**src/rtl/acl_spi_burst_master.sv**
```systemverilog
// rtl/acl_spi_burst_master.sv - SPI mode-0 burst master for ADXL362-class sensors; optional ACL_SPI_PAIR12_EN 12-bit sample pairing
module acl_spi_burst_master #(
  parameter int CLK_DIV   = 4,
  parameter int MAX_BYTES = 8
) (
  input  logic        clk,
  input  logic        rst,
  input  logic        start,
  input  logic        rw,
  input  logic [7:0]  addr,
  input  logic [3:0]  len,
  input  logic [7:0]  wr_data,
  output logic        wr_ready,
  output logic [7:0]  rd_data,
  output logic        rd_valid,
  output logic [11:0] sample,
  output logic        sample_valid,
  output logic        busy,
  output logic        done,
  output logic        cs_n,
  output logic        sclk,
  output logic        mosi,
  input  logic        miso
);

  localparam int CW = $clog2(2 * CLK_DIV) + 1;
  localparam logic [CW-1:0] SETUP_LAST = CW'(CLK_DIV - 1);
  localparam logic [CW-1:0] RISE_CNT   = CW'(CLK_DIV);
  localparam logic [CW-1:0] BIT_LAST   = CW'(2 * CLK_DIV - 1);
  localparam logic [CW-1:0] HOLD_LAST  = CW'(CLK_DIV);
  localparam logic [CW-1:0] GAP_LAST   = CW'(2 * CLK_DIV - 1);
  localparam logic [3:0]    MAX_N      = 4'(MAX_BYTES);

  typedef enum logic [2:0] {
    S_IDLE, S_SETUP, S_CMD, S_ADDR, S_DATA, S_HOLD, S_GAP
  } state_t;

  state_t        state, state_nx;
  logic [CW-1:0] cnt;
  logic [2:0]    bit_cnt;
  logic [3:0]    byte_cnt;
  logic [3:0]    n_lat;
  logic [3:0]    len_clamped;
  logic          rw_lat;
  logic [7:0]    addr_lat;
  logic [7:0]    tx_byte;
  logic [7:0]    cmd_byte;
  logic [6:0]    rx_sr;
  logic          shifting;
  logic          bit_end;
  logic          byte_end;
  logic          rise;
  logic          first_cyc;
  logic          accept;
  logic          rx_last;

  // Next-state decode plus the pin-level outputs, all derived from the current state and counters
  always_comb begin
    state_nx    = state;
    shifting    = (state == S_CMD) || (state == S_ADDR) || (state == S_DATA);
    bit_end     = shifting && (cnt == BIT_LAST);
    byte_end    = bit_end && (bit_cnt == 3'd7);
    rise        = shifting && (cnt == RISE_CNT);
    first_cyc   = (state == S_DATA) && (bit_cnt == 3'd0) && (cnt == '0);
    done        = (state == S_GAP) && (cnt == GAP_LAST);
    busy        = (state != S_IDLE) && !done;
    accept      = start && !busy;
    rx_last     = rise && (state == S_DATA) && rw_lat && (bit_cnt == 3'd7);
    cs_n        = (state == S_IDLE) || (state == S_GAP);
    sclk        = shifting && (cnt >= RISE_CNT);
    wr_ready    = first_cyc && !rw_lat;
    cmd_byte    = rw_lat ? 8'h0B : 8'h0A;
    len_clamped = (len == 4'd0) ? 4'd1 : ((len > MAX_N) ? MAX_N : len);
    mosi        = 1'b0;

    case (state)
      S_CMD:  mosi = cmd_byte[~bit_cnt];
      S_ADDR: mosi = addr_lat[~bit_cnt];
      S_DATA: if (!rw_lat) mosi = first_cyc ? wr_data[7] : tx_byte[~bit_cnt];
      default: mosi = 1'b0;
    endcase

    case (state)
      S_IDLE:  if (accept) state_nx = S_SETUP;
      S_SETUP: if (cnt == SETUP_LAST) state_nx = S_CMD;
      S_CMD:   if (byte_end) state_nx = S_ADDR;
      S_ADDR:  if (byte_end) state_nx = S_DATA;
      S_DATA:  if (byte_end && (byte_cnt == n_lat - 4'd1)) state_nx = S_HOLD;
      // The first HOLD cycle is the one in which sclk falls for the last time
      S_HOLD:  if (cnt == HOLD_LAST) state_nx = S_GAP;
      // The last GAP cycle is the done cycle and may accept the next start directly
      S_GAP:   if (done) state_nx = accept ? S_SETUP : S_IDLE;
      default: state_nx = S_IDLE;
    endcase
  end

  // State register, phase/bit/byte counters, request latching and TX/RX shifting
  always_ff @(posedge clk) begin
    if (rst) begin
      state    <= S_IDLE;
      cnt      <= '0;
      bit_cnt  <= 3'd0;
      byte_cnt <= 4'd0;
      n_lat    <= 4'd1;
      rw_lat   <= 1'b0;
      addr_lat <= 8'h00;
      tx_byte  <= 8'h00;
      rx_sr    <= 7'h00;
      rd_data  <= 8'h00;
      rd_valid <= 1'b0;
    end else begin
      state <= state_nx;

      if ((state_nx != state) || bit_end || (state == S_IDLE)) cnt <= '0;
      else cnt <= cnt + 1'b1;

      if (accept) begin
        bit_cnt  <= 3'd0;
        byte_cnt <= 4'd0;
        rw_lat   <= rw;
        addr_lat <= addr;
        n_lat    <= len_clamped;
      end else begin
        if (bit_end) bit_cnt <= bit_cnt + 3'd1;
        if (byte_end && (state == S_DATA)) byte_cnt <= byte_cnt + 4'd1;
      end

      if (wr_ready) tx_byte <= wr_data;

      if (rise && (state == S_DATA) && rw_lat) rx_sr <= {rx_sr[5:0], miso};
      if (rx_last) rd_data <= {rx_sr, miso};
      rd_valid <= rx_last;
    end
  end

`ifdef ACL_SPI_PAIR12_EN
  logic       pair_odd;
  logic [7:0] lsb_byte;

  // Even-index bytes hold the low half, odd-index bytes complete a 12-bit sample
  always_ff @(posedge clk) begin
    if (rst) begin
      pair_odd     <= 1'b0;
      lsb_byte     <= 8'h00;
      sample       <= 12'h000;
      sample_valid <= 1'b0;
    end else begin
      sample_valid <= 1'b0;
      if (accept) begin
        pair_odd <= 1'b0;
      end else if (rx_last) begin
        if (pair_odd) begin
          sample       <= {rx_sr[2:0], miso, lsb_byte};
          sample_valid <= 1'b1;
        end else begin
          lsb_byte <= {rx_sr, miso};
        end
        pair_odd <= ~pair_odd;
      end
    end
  end
`else
  assign sample       = 12'h000;
  assign sample_valid = 1'b0;
`endif

endmodule
```
**config.mk**
```make
export PLATFORM = sky130hd
export DESIGN_NAME = acl_spi_burst_master
export DESIGN_NICKNAME = d
export VERILOG_FILES = /design/src/rtl/acl_spi_burst_master.sv
export SDC_FILE = /design/constraint.sdc
export NUM_CORES = 1
export LEC_CHECK = 0
export BUFFER_PORTS_ARGS = -buffer_cell sky130_fd_sc_hd__buf_2
export CAP_MARGIN = 20
export CELL_PAD_IN_SITES_DETAIL_PLACEMENT = 2
export CELL_PAD_IN_SITES_GLOBAL_PLACEMENT = 2
export CORE_UTILIZATION = 29
export DETAILED_ROUTE_END_ITERATION = 8
export HOLD_SLACK_MARGIN = 0.02
export PLACE_DENSITY_LB_ADDON = 0.1
export SETUP_SLACK_MARGIN = 0.02
export SYNTH_ARGS = -nofsm -noshare
export SYNTH_HDL_FRONTEND = slang
export SYNTH_SLANG_ARGS = --single-unit
```
**constraint.sdc**
```tcl
create_clock -name clk -period 1.9 [get_ports clk]
set_clock_uncertainty 0.1 [all_clocks]
set_input_delay 0.285 -clock clk [delete_from_list [all_inputs] [get_ports clk]]
set_output_delay 0.285 -clock clk [all_outputs]
set_load 0.01 [all_outputs]
```
### Word-level counts from Yosys, hierarchy flattened

Index checks and enable logic that the tools add are counted.

* $add $sub $neg: 4
* $mul: 0
* divide/modulo/power cells: 0
* order comparisons: 3
* equal/unequal tests: 12
* shifts and indexed selects: 0
* multiplexer cells: 21
* bitwise logic cells: 1
* reductions and logical operators: 30

Operators by type and width (number)
* $mux W3: 7
* $pmux W3 S7: 1
* $logic_and A1 B1 Y1: 15
* $eq A3 B3 Y1 const B: 4
* $bmux W1 S3: 3
* $add A4 B1 Y4 const B: 2
* $eq A4 B3 Y1 const B: 2
* $logic_not A4 Y1: 2
* $mux W4: 2
* $mux W1: 7
* $eq A3 B2 Y1 const B: 2
* $logic_not A3 Y1: 2
* $logic_or A1 B1 Y1: 5
* $eq A4 B2 Y1 const B: 1
* $eq A4 B4 Y1: 1
* $ge A4 B3 Y1 const B: 1
* $gt A4 B4 Y1 const B: 1
* $lt A3 B4 Y1 const B: 1
* $reduce_or A2 Y1: 2
* $sub A4 B1 Y4 const B: 1
* $add A3 B1 Y3 const B: 1
* $eq A3 B1 Y1 const B: 1
* $logic_not A1 Y1: 3
* $ne A3 B3 Y1: 1
* 3 further kinds: 3

* bits in registers: 51
* latch bits: 0
* memory bits (writable): 0
* memory bits (read-only): 0
* memories: 0

### Logic depth before layout (Yosys ltp)

* depth after elaboration: 13
* depth in mapped cells: 8
* mapped depth without buffers: 6

### Worst setup path before layout

OpenSTA, ideal clock, no wires.

* kind: register -> output
* from: register bit_cnt[0]
* to: output mosi
* arrival: 1.375 ns
* required time: 1.515 ns
* setup slack: 0.140 ns
* cell stages (with the launch flop): 6
* cell sequence: dfxtp_1 -> buf_2 -> mux4_2 -> nor3b_1 -> a31oi_1 -> o22ai_1

* word-level cells in the longest chain between the ends: 6

RTL lines
* start: declaration: RTL line 40 `logic [2:0] bit_cnt;`
* start signal: assignment: RTL line 124 `if (bit_end) bit_cnt <= bit_cnt + 3'd1;`
* $not A3 Y3 or $logic_not A3 Y1 (tied branches)
* $bmux W1 S3 or $logic_and A1 B1 Y1 (tied branches): RTL line 79, 64
* $mux W1 (implied by the code) or $logic_and A1 B1 Y1 (tied branches): RTL line 79, 64
* $mux W1 (2 in a row): RTL line 79 `S_DATA: if (!rw_lat) mosi = first_cyc ? wr_data[7] : tx_byte[~bit_cnt];`
* $pmux W1 S3 *: RTL line 76 `case (state)`
* end: declaration: RTL line 22 `output logic mosi,`

Every way passes the cells marked *; elsewhere a longest branch is shown, timed or not. The select of a mux whose other input is x is not followed.

### Worst setup path in the final report

Ends and elaborated chain as after synthesis.

==> flow_metrics.tcl <==
set metrics [dict create \
    path_cells "buf_6 -> mux4_2 -> mux2i_1 -> and2_1 -> o22ai_1 -> buf_2" \
    core_sq_mm 0.00920 \
    leakage_nw 1.65 \
    grt_max_degree 24 \
    setup_violations 5 \
    drc 0 \
    async_flop_share_pct 0 \
    fmax_mhz 462 \
    die-area_sq_mm 0.00980 \
    area_growth_syn_to_layout_pct 29.1 \
    synth_top_area_cell "dfxtp_1" \
    io_pins 53 \
    startpoint_type "flop" \
    wl_per_cell_um 15.9 \
    yosysMostFrequentCell "dfxtp_1" \
    path_class "flop to primary output" \
    tns_ps -322 \
    worst_slack_ps -263 \
    first_global_vias 2311 \
    synth_warnings 0 \
    relSlewSlack_pct 64.4 \
    clkSlewWorstSetupHoldPaths_ps 100 \
    synthCells 279 \
    synth_area_sq_mm 0.00273 \
    grtUsageTotal_pct 14.7 \
    combPwrFrac_pct 12.8 \
    die_x_um 99.0 \
    tritoncts "built" \
    drt_iter0_drc 30 \
    synth-edff-count 0 \
    crit_path_end_kind "primary output" \
    initial_core_util_pct 29.7 \
    htreeDepth 2 \
    arrival_ps 1780 \
    hold_viol 0 \
    clk_latency_ps 320 \
    synth_area_per_cell_sq_um 9.78 \
    place_ws_ps -62.3 \
    clk_path_buf_depth 2 \
    synth.area.top_cells "dfxtp_1, mux2i_1, nor2_1" \
    routed_via_density 4.78 \
    detailed_place_hpwl_um 5010 \
    worstPathMaxFanout 4 \
    final_cells 454 \
    worst_pin_slew_ps 529 \
    row_count 35 \
    ir_drop_mv 0.294 \
    grt_pass1_wl_um 11400 \
    fill_cells 1031 \
    pwr-share-clk_pct 33.3 \
    clock-sinks 51 \
    final_antenna_net_count 0 \
    gp_congestion 0.750 \
    overflow 0 \
    max_stage_delay_ps 500 \
    p_sw_share_pct 28.1 \
    dr.pass1.iters 4 \
    ys_ff_latch 51 \
    nets 374 \
    total_power_mw 2.06 \
    hold_path_class "input port to flop" \
    violations "negative setup slack" \
    ys.flop_type "dfxtp_1" \
    crit_slowest_cell "mux4_2" \
    seqPwrFrac_pct 53.9 \
    portBuffers 39 \
    dp_cells 434 \
    rsz0062_at_grt "yes" \
    cap_violations 0 \
    dieHeight_um 99.0 \
    n_antenna_cell 0 \
    routed_wl_um 7240 \
    synthTopCellsByCount "dfxtp_1, nor2_1, mux2i_1" \
    synth_cell_type_count 51 \
    layout_worst_path_cycle_share_pct 114 \
    drive_gt1_share_pct 38.2 \
    clock-root-buffer "clkbuf_8" \
    p_int_mw 1.48 \
    vias 2170 \
    cts_hold_buf 0 \
    synth_top_area_share_pct 37.4 \
    hold-worst-slack_ps 103 \
    cts_made_buffers 5 \
    status "finished with violations" \
    required_ps 1510 \
    switching_power_uw 577 \
    seq_area_frac_synth_pct 37.4 \
    power_density_mw_per_mm2 584 \
    maxSlewViolCount 0 \
    period_needed_ps 2160 \
    antenna_found_initial 0 \
]
-- critical path: cells and delay by family, from the launching register on --
kind / cells / cell delay, ps
flops: 1 / 380
simple gates: 1 / 140
buf+inv: 2 / 250
compound gates: 1 / 60
mux: 2 / 640
-- power by group through the flow --
stage | Clock [mW] | Sequential, mW | Combinational, mW
after detailed placement | 0 | 1.14 | 0.236
after floorplan | 0 | 1.13 | 0.180
after global placement | 0 | 1.14 | 0.233
after CTS | 0.727 | 1.11 | 0.241
after global routing | 0.749 | 1.11 | 0.292
final | 0.685 | 1.11 | 0.263
-- worst paths after layout --
check | startpoint | endpoint | slack (ps) | cells past startpoint
worst min-delay path | wr_data[1] | tx_byte[1] | 100 | 3
worst max-delay path | bit_cnt[0] | mosi | -260 | 6
worst max register to register | bit_cnt[0] | rd_data[4] | -10 | 11
worst min register to register | cnt[0] | cnt[0] | 360 | 1
-- cell usage in the layout (no fill, tap or decap), types with 4 or more instances in the layout --
cell type and instances:
dfxtp_1 43, mux2i_1 40, nor2_1 39, buf_2 39
buf_4 22, inv_1 15, conb_1 13, xnor2_1 9
nor3_1 8, nor3_2 8, buf_6 8, nand3_1 7
dfxtp_4 6, a31oi_1 5, clkbuf_8 5, ha_1 4
-- cells by family (layout without fill, tap and decap cells) --
group	after synthesis	after routing	synth area share, %
and+or+nand+nor	95	95	20.2
other	1	13	0.137
DFF	51	51	37.4
muxes	43	43	17.2
buffers and inverters	46	98	9.91
adders and majority gates	7	7	3.21
AOI/OAI and AO/OA	24	24	8.12
xor gates and xnor gates	12	12	3.85
-- state kept, by name (all words and copies together) (netlist names), 3 cells and up --
register and cells:
addr_lat 8, cnt 4, state 3, bit_cnt 3, rd_data 8, byte_cnt 4
rx_sr 7, n_lat 4, tx_byte 8
-- metrics by stage --
stage / util, % / cell area, sq um
finish: 38.3 / 3520
global route: 38.3 / 3520
CTS: 36.3 / 3340
detailed placement: 33.8 / 3110
global placement: 33.8 / 3110
floorplan: - / 2770
-- final cells by class --
cell class / count / area, sq um / area share [%]
tap: 111 / 139 / 3.94
multi-input combinational: 194 / 1600 / 45.4
inverter: 15 / 56.3 / 1.60
clock buffer: 5 / 68.8 / 1.95
clock inverter: 3 / 27.5 / 0.782
timing repair buffer: 75 / 586 / 16.6
sequential: 51 / 1050 / 29.7
-- routing by layer --
layer / part of all wire (%) / GRT usage (%) / up-vias
met5: 0 / 0 / -
met4: 1.5 / 4.48 / 0
met3: 2.9 / 2.48 / 9
met2: 49 / 25.2 / 41
met1: 47 / 18.8 / 1059
li1: - / - / 1061
-- timing repair --
action / CTS / global route
endpoints found under the setup margin: 11 / 37
gates cloned: 0 / 3
hold endpoints to repair: 0 / 0
resized for setup: 23 / 24
pin swaps: 6 / 15
setup buffers: 5 / 4
(Power assumes the default switching activity.)
